===== src/rtl/cache_victim_ctrl_pkg.sv =====
// Shared types and constants for the victim-way selection controller:
// FSM state encoding, LFSR tap masks and the way-index width helper.
package cache_victim_pkg;

  typedef enum logic [1:0] {
    IDLE   = 2'd0,
    SELECT = 2'd1,
    FILL   = 2'd2
  } state_e;

  // Number of bits needed to index NUMWAYS ways (NUMWAYS is a power of two).
  function automatic int log2ways(input int n);
    int r;
    r = 32'sd0;
    for (int i = 0; i < 8; i++) begin
      if ((32'sd1 <<< i) < n) r = i + 32'sd1;
      else r = r;
    end
    return r;
  endfunction

  // Maximal-length Fibonacci taps for LFSR widths 3..9; bit k set = lfsr[k] feeds the XOR.
  function automatic logic [8:0] tap_mask(input int lw);
    logic [8:0] m;
    case (lw)
      32'sd3:  m = 9'b000000110;
      32'sd4:  m = 9'b000001100;
      32'sd5:  m = 9'b000010100;
      32'sd6:  m = 9'b000110000;
      32'sd7:  m = 9'b001100000;
      32'sd8:  m = 9'b010111000;
      32'sd9:  m = 9'b100010000;
      default: m = 9'b000001100;
    endcase
    return m;
  endfunction

endpackage


===== src/rtl/cache_victim_ctrl_if.sv =====
// Miss-request / victim handshake bundle between the cache pipeline (master)
// and the victim controller (slave).
interface cache_victim_ctrl_if #(
  parameter int NUMWAYS = 4
) ();
  logic               FlushStage;
  logic               MissReq;
  logic               MissReady;
  logic [NUMWAYS-1:0] ValidWay;
  logic [NUMWAYS-1:0] LockedWay;
  logic [NUMWAYS-1:0] VictimWay;
  logic               VictimValid;
  logic               VictimWasInvalid;
  logic               NoVictim;
  logic               FillDone;

  modport master (
    output FlushStage, MissReq, ValidWay, LockedWay, FillDone,
    input  MissReady, VictimWay, VictimValid, VictimWasInvalid, NoVictim
  );

  modport slave (
    input  FlushStage, MissReq, ValidWay, LockedWay, FillDone,
    output MissReady, VictimWay, VictimValid, VictimWasInvalid, NoVictim
  );
endinterface


===== src/rtl/cache_victim_ctrl_rot_priority_pick.sv =====
// Combinational one-hot search for the first set request bit at or above
// 'start', wrapping from the top way back to way 0.
module rot_priority_pick
  import cache_victim_pkg::*;
#(
  parameter int NUMWAYS = 4
) (
  input  logic [NUMWAYS-1:0]           req,
  input  logic [log2ways(NUMWAYS)-1:0] start,
  output logic [NUMWAYS-1:0]           pick,
  output logic                         hit
);
  localparam int IW = log2ways(NUMWAYS);

  logic [IW-1:0] idx_s;

  // Scan ways in rotated order; index arithmetic wraps because NUMWAYS is a power of two.
  always_comb begin
    pick  = {NUMWAYS{1'b0}};
    hit   = 1'b0;
    idx_s = {IW{1'b0}};
    for (int i = 0; i < NUMWAYS; i++) begin
      idx_s       = start + i[IW-1:0];
      pick[idx_s] = pick[idx_s] | (req[idx_s] & ~hit);
      hit         = hit | req[idx_s];
    end
  end

endmodule


===== src/rtl/cache_victim_ctrl.sv =====
// Victim-way selection controller for a set-associative cache miss.
// Defining VICTIM_PERF_CNT_EN adds saturating per-path fill counters.
module cache_victim_ctrl
  import cache_victim_pkg::*;
#(
  parameter int NUMWAYS = 4,
  parameter int SEED    = 1
) (
  input  logic        clk,
  input  logic        reset,
`ifdef VICTIM_PERF_CNT_EN
  output logic [31:0] InvalidFillCnt,
  output logic [31:0] RandomEvictCnt,
`endif
  cache_victim_ctrl_if.slave bus
);
  localparam int         IW   = log2ways(NUMWAYS);
  localparam int         LW   = IW + 2;
  localparam logic [8:0] TAPS = tap_mask(LW);

  state_e             state_r, next_state_s;
  logic [NUMWAYS-1:0] valid_r, locked_r, victim_way_r, victim_way_s;
  logic [NUMWAYS-1:0] cand_s, free_s, inv_pick_s, rnd_pick_s;
  logic               inv_hit_s, rnd_hit_s;
  logic [LW-1:0]      lfsr_r;
  logic               victim_valid_r, victim_valid_s;
  logic               was_invalid_r, was_invalid_s;
  logic               no_victim_r, no_victim_s;
  logic               miss_ready_r;
  logic               capture_s, advance_s;

  assign cand_s = ~locked_r;
  assign free_s = ~valid_r & cand_s;

  rot_priority_pick #(.NUMWAYS(NUMWAYS)) u_inv_pick (
    .req   (free_s),
    .start ({IW{1'b0}}),
    .pick  (inv_pick_s),
    .hit   (inv_hit_s)
  );

  rot_priority_pick #(.NUMWAYS(NUMWAYS)) u_rnd_pick (
    .req   (cand_s),
    .start (lfsr_r[IW-1:0]),
    .pick  (rnd_pick_s),
    .hit   (rnd_hit_s)
  );

  // Next-state and next-output decode; flush always wins over progress.
  always_comb begin
    next_state_s   = state_r;
    victim_way_s   = victim_way_r;
    victim_valid_s = victim_valid_r;
    was_invalid_s  = was_invalid_r;
    no_victim_s    = 1'b0;
    capture_s      = 1'b0;
    advance_s      = 1'b0;
    case (state_r)
      IDLE: begin
        victim_way_s   = {NUMWAYS{1'b0}};
        victim_valid_s = 1'b0;
        was_invalid_s  = 1'b0;
        if (bus.MissReq && !bus.FlushStage) begin
          next_state_s = SELECT;
          capture_s    = 1'b1;
        end else begin
          next_state_s = IDLE;
        end
      end
      SELECT: begin
        if (bus.FlushStage) begin
          next_state_s = IDLE;
        end else if (inv_hit_s) begin
          next_state_s   = FILL;
          victim_way_s   = inv_pick_s;
          victim_valid_s = 1'b1;
          was_invalid_s  = 1'b1;
        end else if (rnd_hit_s) begin
          next_state_s   = FILL;
          victim_way_s   = rnd_pick_s;
          victim_valid_s = 1'b1;
          was_invalid_s  = 1'b0;
        end else begin
          next_state_s = IDLE;
          no_victim_s  = 1'b1;
        end
      end
      FILL: begin
        if (bus.FlushStage || bus.FillDone) begin
          next_state_s   = IDLE;
          victim_way_s   = {NUMWAYS{1'b0}};
          victim_valid_s = 1'b0;
          was_invalid_s  = 1'b0;
          advance_s      = ~bus.FlushStage;
        end else begin
          next_state_s = FILL;
        end
      end
      default: begin
        next_state_s   = IDLE;
        victim_way_s   = {NUMWAYS{1'b0}};
        victim_valid_s = 1'b0;
        was_invalid_s  = 1'b0;
      end
    endcase
  end

  // State, snapshot, LFSR and registered outputs.
  always_ff @(posedge clk or posedge reset) begin
    if (reset) begin
      state_r        <= IDLE;
      lfsr_r         <= SEED[LW-1:0];
      valid_r        <= {NUMWAYS{1'b0}};
      locked_r       <= {NUMWAYS{1'b0}};
      victim_way_r   <= {NUMWAYS{1'b0}};
      victim_valid_r <= 1'b0;
      was_invalid_r  <= 1'b0;
      no_victim_r    <= 1'b0;
      miss_ready_r   <= 1'b1;
    end else begin
      state_r        <= next_state_s;
      victim_way_r   <= victim_way_s;
      victim_valid_r <= victim_valid_s;
      was_invalid_r  <= was_invalid_s;
      no_victim_r    <= no_victim_s;
      miss_ready_r   <= (next_state_s == IDLE);
      if (capture_s) begin
        valid_r  <= bus.ValidWay;
        locked_r <= bus.LockedWay;
      end
      if (advance_s) begin
        lfsr_r <= {lfsr_r[LW-2:0], ^(lfsr_r & TAPS[LW-1:0])};
      end
    end
  end

  assign bus.MissReady        = miss_ready_r;
  assign bus.VictimWay        = victim_way_r;
  assign bus.VictimValid      = victim_valid_r;
  assign bus.VictimWasInvalid = was_invalid_r;
  assign bus.NoVictim         = no_victim_r;

`ifdef VICTIM_PERF_CNT_EN
  logic [31:0] inv_cnt_r, rnd_cnt_r;

  // Committed-fill counters split by victim path, saturating at all-ones.
  always_ff @(posedge clk or posedge reset) begin
    if (reset) begin
      inv_cnt_r <= 32'd0;
      rnd_cnt_r <= 32'd0;
    end else if (advance_s) begin
      if (was_invalid_r && (inv_cnt_r != 32'hFFFF_FFFF)) inv_cnt_r <= inv_cnt_r + 32'd1;
      if (!was_invalid_r && (rnd_cnt_r != 32'hFFFF_FFFF)) rnd_cnt_r <= rnd_cnt_r + 32'd1;
    end
  end

  assign InvalidFillCnt = inv_cnt_r;
  assign RandomEvictCnt = rnd_cnt_r;
`endif

endmodule


===== src/flat_wrapper.sv =====
// flat-port wrapper written by rule: the top's interface ports become plain ports
module cache_victim_ctrl_flat import cache_victim_pkg::*;
#(
  parameter int NUMWAYS = 4,
  parameter int SEED    = 1
)
  (clk, reset, bus_FlushStage, bus_MissReq, bus_ValidWay, bus_LockedWay, bus_FillDone, bus_MissReady, bus_VictimWay, bus_VictimValid, bus_VictimWasInvalid, bus_NoVictim);
  cache_victim_ctrl_if #(.NUMWAYS(NUMWAYS)) bus_i ();
  input  logic clk;
  input  logic reset;
  input wire logic [$bits(bus_i.FlushStage)-1:0] bus_FlushStage;
  input wire logic [$bits(bus_i.MissReq)-1:0] bus_MissReq;
  input wire logic [$bits(bus_i.ValidWay)-1:0] bus_ValidWay;
  input wire logic [$bits(bus_i.LockedWay)-1:0] bus_LockedWay;
  input wire logic [$bits(bus_i.FillDone)-1:0] bus_FillDone;
  output wire logic [$bits(bus_i.MissReady)-1:0] bus_MissReady;
  output wire logic [$bits(bus_i.VictimWay)-1:0] bus_VictimWay;
  output wire logic [$bits(bus_i.VictimValid)-1:0] bus_VictimValid;
  output wire logic [$bits(bus_i.VictimWasInvalid)-1:0] bus_VictimWasInvalid;
  output wire logic [$bits(bus_i.NoVictim)-1:0] bus_NoVictim;
  assign bus_i.FlushStage = bus_FlushStage;
  assign bus_i.MissReq = bus_MissReq;
  assign bus_i.ValidWay = bus_ValidWay;
  assign bus_i.LockedWay = bus_LockedWay;
  assign bus_i.FillDone = bus_FillDone;
  assign bus_MissReady = bus_i.MissReady;
  assign bus_VictimWay = bus_i.VictimWay;
  assign bus_VictimValid = bus_i.VictimValid;
  assign bus_VictimWasInvalid = bus_i.VictimWasInvalid;
  assign bus_NoVictim = bus_i.NoVictim;
  cache_victim_ctrl #(.NUMWAYS(NUMWAYS), .SEED(SEED)) u_core (.clk(clk), .reset(reset), .bus(bus_i));
endmodule

===== config.mk =====
export PLATFORM = sky130hd
export DESIGN_NAME = cache_victim_ctrl_flat
export DESIGN_NICKNAME = d
export VERILOG_FILES = /design/src/rtl/cache_victim_ctrl_pkg.sv /design/src/rtl/cache_victim_ctrl_if.sv /design/src/rtl/cache_victim_ctrl_rot_priority_pick.sv /design/src/rtl/cache_victim_ctrl.sv /design/src/flat_wrapper.sv
export SDC_FILE = /design/constraint.sdc
export NUM_CORES = 1
export LEC_CHECK = 0
export BUFFER_PORTS_ARGS = -buffer_cell sky130_fd_sc_hd__buf_2
export CAP_MARGIN = 20
export CORE_ASPECT_RATIO = 1.25
export CORE_MARGIN = 5
export CORE_UTILIZATION = 60
export CTS_CLUSTER_DIAMETER = 100
export CTS_CLUSTER_SIZE = 25
export DETAILED_ROUTE_END_ITERATION = 8
export PLACE_DENSITY = 0.89
export SETUP_SLACK_MARGIN = 0.5
export SYNTH_ARGS = -nofsm -noshare
export SYNTH_HDL_FRONTEND = slang
export SYNTH_SLANG_ARGS = --single-unit

===== constraint.sdc =====
create_clock -name clk -period 11.5 [get_ports clk]
set_clock_uncertainty 0.2 [all_clocks]
set_input_delay 2.3 -clock clk [delete_from_list [all_inputs] [get_ports clk]]
set_output_delay 2.3 -clock clk [all_outputs]
set_load 0.05 [all_outputs]

# ---- Yosys cells after proc, flatten, opt, wreduce, memory -nomap -nowiden
# Cells that the tools add are included.
dict set report word_totals {
  register_bits 22
  inputBits 13
  out_inout_bits 8
  wordCells 118
}
dict set report classes {
  addsub 3
  n_lt_le_gt_ge 8
  eq_ne 5
  mux 55
  bitwise_logic 27
  n_reduce_logical 11
}
# operator count
set op_table {}
lappend op_table {{two-way mux 1 bit} 28}
lappend op_table {{binary-select mux 1 bit (select 2 bit)} 8}
lappend op_table {{two-way mux 4 bit} 4}
lappend op_table {{bitwise mux 4 bit} 3}
lappend op_table {{less-than comparator 2 x 3 -> 1 bit, second input constant} 4}
lappend op_table {{OR 1 bit} 10}
lappend op_table {{bitwise AND 4 bit} 2}
lappend op_table {{demux 1 bit (select 2 bit)} 4}
lappend op_table {{greater-or-equal comparator 2 x 1 -> 1 bit, second input constant} 4}
lappend op_table {{two-way mux 2 bit} 4}
lappend op_table {{inverter 4 bit} 2}
lappend op_table {{case mux 4 bit (2 select lines)} 1}
lappend op_table {{inverter 1 bit} 7}
lappend op_table {{bitwise AND 1 bit} 6}
lappend op_table {{case mux 2 bit (3 select lines)} 1}
lappend op_table {{logical AND 1 bit} 5}
lappend op_table {{adder 2 bit, second input constant} 2}
lappend op_table {{zero test 2 bit} 2}
lappend op_table {{case mux 1 bit (2 select lines)} 2}
lappend op_table {{XOR reduction 4 bit} 1}
lappend op_table {{!= test 3 x 1 -> 1 bit, second input constant} 1}
lappend op_table {{AND reduction 3 bit} 1}
lappend op_table {{adder 2 x 1 -> 2 bit, second input constant} 1}
lappend op_table {{== test 2 x 1 -> 1 bit, second input constant} 1}
lappend op_table {{5 further kinds} 5}

# ---- Longest topological paths before layout
dict set report logic_depth {
  depth_word 21
  ltp_mapped 12
  depth_no_buf 9
}

# ---- By module
# From an unflattened synthesis, not the netlist that was laid out.
dict set report unflattened {
  hier_cells 261
  hier_area_um2 2406.1
}
# module instances cells_each area_per_inst_um2 seq_area_each_um2
set modules_own_cells {}
lappend modules_own_cells {cache_victim_ctrl 1 82 1001.0 553.0}
lappend modules_own_cells {{rot_priority_pick at u_core.u_rnd_pick} 1 96 724.4 0.0}
lappend modules_own_cells {{rot_priority_pick at u_core.u_inv_pick} 1 83 680.7 0.0}

# ---- Least setup slack after synthesis
# OpenSTA, ideal clock, no wires.
dict set report synth_path {
  path_kind {register to register}
  startpoint {reg u_core.lfsr_r[0]}
  endpoint {reg u_core.victim_way_r[0], in the netlist u_core.bus.VictimWay[0]}
  setup_ns 0.128
  arrival_time_ns 3.545
  required_ns 11.172
  setup_slack_ns 7.627
  path_stages_with_launch 13
  n_path_buf 3
  period_less_slack_ns 3.873
  path_cell_list {dfstp_2 buf_6 clkbuf_1 inv_1 ha_1 clkbuf_2 mux2_2 mux4_2 a2111o_1 a32oi_2 o32ai_1 o41ai_1 o21ai_1}
}
dict set report synth_via {
  elab_chain_len 21
  word_cells_on_any_way 62
  cone_classes {3 x add/sub; 8 x order compare; 1 x eq/ne; 31 x mux; 14 x bitwise; 5 x reduce/logical}
}
# item line_no
set synth_rtl {}
lappend synth_rtl {{from (decl)} cache_victim_ctrl.sv:25} ;# logic [LW-1:0] lfsr_r;
lappend synth_rtl {{from (signal assigned)} cache_victim_ctrl.sv:112} ;# lfsr_r <= SEED[LW-1:0];
lappend synth_rtl {{from (signal assigned)} cache_victim_ctrl.sv:132} ;# lfsr_r <= {lfsr_r[LW-2:0], ^(lfsr_r & TAPS[LW-1:0])};
lappend synth_rtl {{less-than comparator 2 x 3 -> 1 bit (implied by the code) or greater-or-equal comparator 2 x 1 -> 1 bit (tied branches)} cache_victim_ctrl_rot_priority_pick.sv:24} ;# pick[idx_s] = pick[idx_s] | (req[idx_s] & ~hit);
lappend synth_rtl {{logical AND 1 bit (implied by the code)} cache_victim_ctrl_rot_priority_pick.sv:24}
lappend synth_rtl {{two-way mux 1 bit (implied by the code)} cache_victim_ctrl_rot_priority_pick.sv:24}
lappend synth_rtl {{demux 1 bit (select 2 bit)} cache_victim_ctrl_rot_priority_pick.sv:24}
lappend synth_rtl {{bitwise AND 4 bit (no line)} -}
lappend synth_rtl {{binary-select mux 1 bit (select 2 bit)} cache_victim_ctrl_rot_priority_pick.sv:24}
lappend synth_rtl {{two-way mux 1 bit (implied by the code)} cache_victim_ctrl_rot_priority_pick.sv:24}
lappend synth_rtl {{OR 1 bit} cache_victim_ctrl_rot_priority_pick.sv:24}
lappend synth_rtl {{[5 not listed]} -}
lappend synth_rtl {{binary-select mux 1 bit (select 2 bit)} cache_victim_ctrl_rot_priority_pick.sv:24}
lappend synth_rtl {{two-way mux 1 bit (implied by the code)} cache_victim_ctrl_rot_priority_pick.sv:24}
lappend synth_rtl {{OR 1 bit} cache_victim_ctrl_rot_priority_pick.sv:24}
lappend synth_rtl {{bitwise mux 4 bit} cache_victim_ctrl_rot_priority_pick.sv:24}
lappend synth_rtl {{two-way mux 4 bit} cache_victim_ctrl.sv:78} ;# end else if (rnd_hit_s) begin
lappend synth_rtl {{two-way mux 4 bit} cache_victim_ctrl.sv:73} ;# end else if (inv_hit_s) begin
lappend synth_rtl {{two-way mux 4 bit} cache_victim_ctrl.sv:71} ;# if (bus.FlushStage) begin
lappend synth_rtl {{case mux 4 bit (2 select lines)} cache_victim_ctrl.sv:58} ;# case (state_r)
lappend synth_rtl {{to (signal assigned)} cache_victim_ctrl.sv:115} ;# victim_way_r <= {NUMWAYS{1'b0}};
lappend synth_rtl {{to (signal assigned)} cache_victim_ctrl.sv:122} ;# victim_way_r <= victim_way_s;
lappend synth_rtl {{to (decl)} cache_victim_ctrl.sv:22} ;# logic [NUMWAYS-1:0] valid_r, locked_r, victim_way_r, victim_way_s;
# Parallel ways exist; a longest one is shown, timed or not. The select of a mux whose other input is x is not followed.
# A chain may end at the register's enable or synchronous reset.

# ---- Worst setup path in the final report
dict set report layout_path {
  startpoint {reg u_core.lfsr_r[0]}
  endpoint {reg u_core.victim_way_r[3], in the netlist u_core.bus.VictimWay[3]}
}
# The elaborated chain is that of the path after synthesis.

==> flow_metrics.tcl <==
set metrics [dict create \
    path_clk_slew_ps 120 \
    synth_nets 170 \
    synth_area_um2 1520 \
    min_period_ps 4040 \
    synth_top_cell_by_area "dfrtp_1" \
    vias_per_cell 6.78 \
    drc 0 \
    maxCapViolations 0 \
    ys_warn_count 0 \
    p_leak_nw 0.738 \
    final_area_um2 1680 \
    slew_viol_final 0 \
    synth_edf_count 0 \
    cts_setup_buffers 0 \
    period_share 0.351 \
    placed_cell_area_um2 1620 \
    worstHoldPathType "reg2reg" \
    tightestPinTransition_ps 995 \
    p_comb_frac 0.573 \
    synth.top_cell.area_share 0.328 \
    synthCells 153 \
    post_drt_wl_per_cell_um 19.0 \
    busiest_layer "met2" \
    hold_depth 1 \
    cp-end-kind "flop" \
    yosysMostFrequentCell "dfrtp_1" \
    ios 21 \
    start_util 0.628 \
    powerDensity_nw_per_um2 250 \
    synth-seq-cells 22 \
    grt-ovfl-total 0 \
    cts.path.max_buffers 2 \
    fin_cells 200 \
    grt_pass1_wl_mm 6.54 \
    n_antenna_cell 0 \
    cp-start-kind "flop" \
    tns_ps 0 \
    synth_area_leaders "dfrtp_1 (33%), mux2_2 (10%), mux4_2 (4.4%)" \
    use_met3 0.0248 \
    dp_hpwl_mm 2.80 \
    grt_pass1_vias 1396 \
    utilization 0.690 \
    firstDrtPassIters 4 \
    grt_use_met2 0.408 \
    cts_root_buf "clkbuf_4" \
    die_h_um 66.3 \
    power_frac_clock 0.140 \
    cts_resized 0 \
    routed_wl_mm 3.81 \
    clk_latency_ps 310 \
    dp_cells 196 \
    layout.nets 185 \
    synthToLayoutAreaGrowth_pct 9.93 \
    ys_seq_area_frac 0.363 \
    pwr-share-seq 0.287 \
    met1_usage 0.306 \
    status "finished clean" \
    switching_share 0.450 \
    gp_congestion 0.919 \
    grt.total_usage 0.247 \
    port_buffers 20 \
    setup_violations 0 \
    setup_ws_ps 7460 \
    drive_gt1_frac 0.287 \
    tritoncts "built" \
    detail-route-antenna-nets 0 \
    rsz0062_at_grt "no" \
    synth_ff_type "dfrtp_1" \
    grt_max_degree 23 \
    vias 1355 \
    max_freq_mhz 248 \
    die_area_um2 3650 \
    crit_fanout 18 \
    r2r_cells 9 \
    synth.distinct_cells 46 \
    cts_buffers 3 \
    async_reset_ff_frac 1.00 \
    p_int_uw 230 \
    peakVddDrop_mv 0.180 \
    pre_cts_slack_ps 7470 \
    fp-row-count 20 \
    fp.coreArea_um2 2430 \
    critical_path_class "reg2reg" \
    drtIter0Drc 135 \
    die_w_um 55.1 \
    antenna_found_initial 0 \
    hold_viol_final 0 \
    synth_area_per_cell_um2 9.96 \
    worst_ep_required_time_ps 11500 \
    cp.arrival_ps 4040 \
    h-tree-depth 1 \
    synthTopCellsByCount "dfrtp_1 (20), mux2_2 (14), nand2_1 (14)" \
    hold_buffers 0 \
    p_sw_uw 188 \
    relSlewSlack 0.328 \
    clock-sinks 22 \
]
[power by group through the flow]
| stage | clock network, mW | logic, mW | registers, mW |
|---|---|---|---|
| final | 0.0586 | 0.240 | 0.120 |
| after global routing | 0.0640 | 0.257 | 0.123 |
| after CTS | 0.0598 | 0.232 | 0.119 |
| after detailed placement | 0 | 0.228 | 0.121 |
| after global placement | 0 | 0.215 | 0.118 |
| after floorplan | 0 | 0.195 | 0.109 |
[cell families after synthesis]
| kind of cell | Yosys count | synth area share |
|---|---|---|
| and+or+nand+nor | 45 | 0.150 |
| AOI/OAI and AO/OA | 41 | 0.195 |
| muxes | 22 | 0.202 |
| DFF | 22 | 0.363 |
| buffers and inverters | 18 | 0.0517 |
| adders and majority gates | 4 | 0.0328 |
| xor gates and xnor gates | 1 | 0.00575 |
[metrics by stage]
step | hold slack (ps) | total power, mW
finish | 290 | 0.418
global route | 330 | 0.444
CTS | 290 | 0.411
detailed placement | 261 | 0.349
global placement | 257 | 0.333
floorplan | 281 | 0.304
[worst max-delay path, stage by stage, from the launching register on]
cell and delay, ps:
dfstp_2 770, inv_1 170, ha_1 560, mux2_2 390, mux4_2 540, a211oi_1 480, a311o_1 260, a21oi_1 90
nor4_1 380, o21ai_1 90
[layout make-up]
type	instances	area, µm²
clock buffer	3	22.5
fill	188	752
inverter	8	30.0
timing repair buffer	20	100
multi-input combinational	113	898
tap	33	41.3
clock inverter	1	30.0
sequential	22	553
[registers in the layout (all words and copies together), names as in the netlist]
| name | count |
|---|---|
| u_core.bus.MissReady | 1 |
| u_core.bus.NoVictim | 1 |
| u_core.bus.VictimValid | 1 |
| u_core.bus.VictimWasInvalid | 1 |
| u_core.bus.VictimWay | 4 |
| u_core.lfsr_r | 4 |
| u_core.locked_r | 4 |
| u_core.state_r | 2 |
| u_core.valid_r | 4 |
[cell usage in the layout, fill, tap and decap left out, types with 3 or more instances in the layout]
master    instances
mux4_2            3
nor2_1            9
a211oi_1          3
nand2_1          14
nor3_1            5
o21ai_0           7
mux2_2           14
inv_1             8
ha_1              4
dfrtp_1          20
o21ai_1           4
mux2i_1           3
buf_2            20
a21oi_1           6
o41ai_1           4
nor4_1            4
clkbuf_4          3
nor2b_1           3
[path summary, 6_finish.rpt]
| check | from | end | slack (ps) |
|---|---|---|---|
| hold reg to reg | u_core.bus.VictimValid | u_core.bus.VictimValid | 290 |
| setup reg to reg | u_core.lfsr_r[0] | u_core.bus.VictimWay[3] | 7460 |
| min in group asynchronous | reset | u_core.lfsr_r[3] | 1930 |
| max in group asynchronous | reset | u_core.valid_r[2] | 8670 |
| hold / removal | u_core.bus.VictimValid | u_core.bus.VictimValid | 290 |
| setup / recovery | u_core.lfsr_r[0] | u_core.bus.VictimWay[3] | 7460 |
[metal layers]
layer | part of all wire | vias to the layer above
met5 | 0 | -
met4 | 0.046 | 0
met3 | 0.064 | 22
met2 | 0.52 | 91
met1 | 0.37 | 631
li1 | - | 611
(Power assumes the default switching activity.)
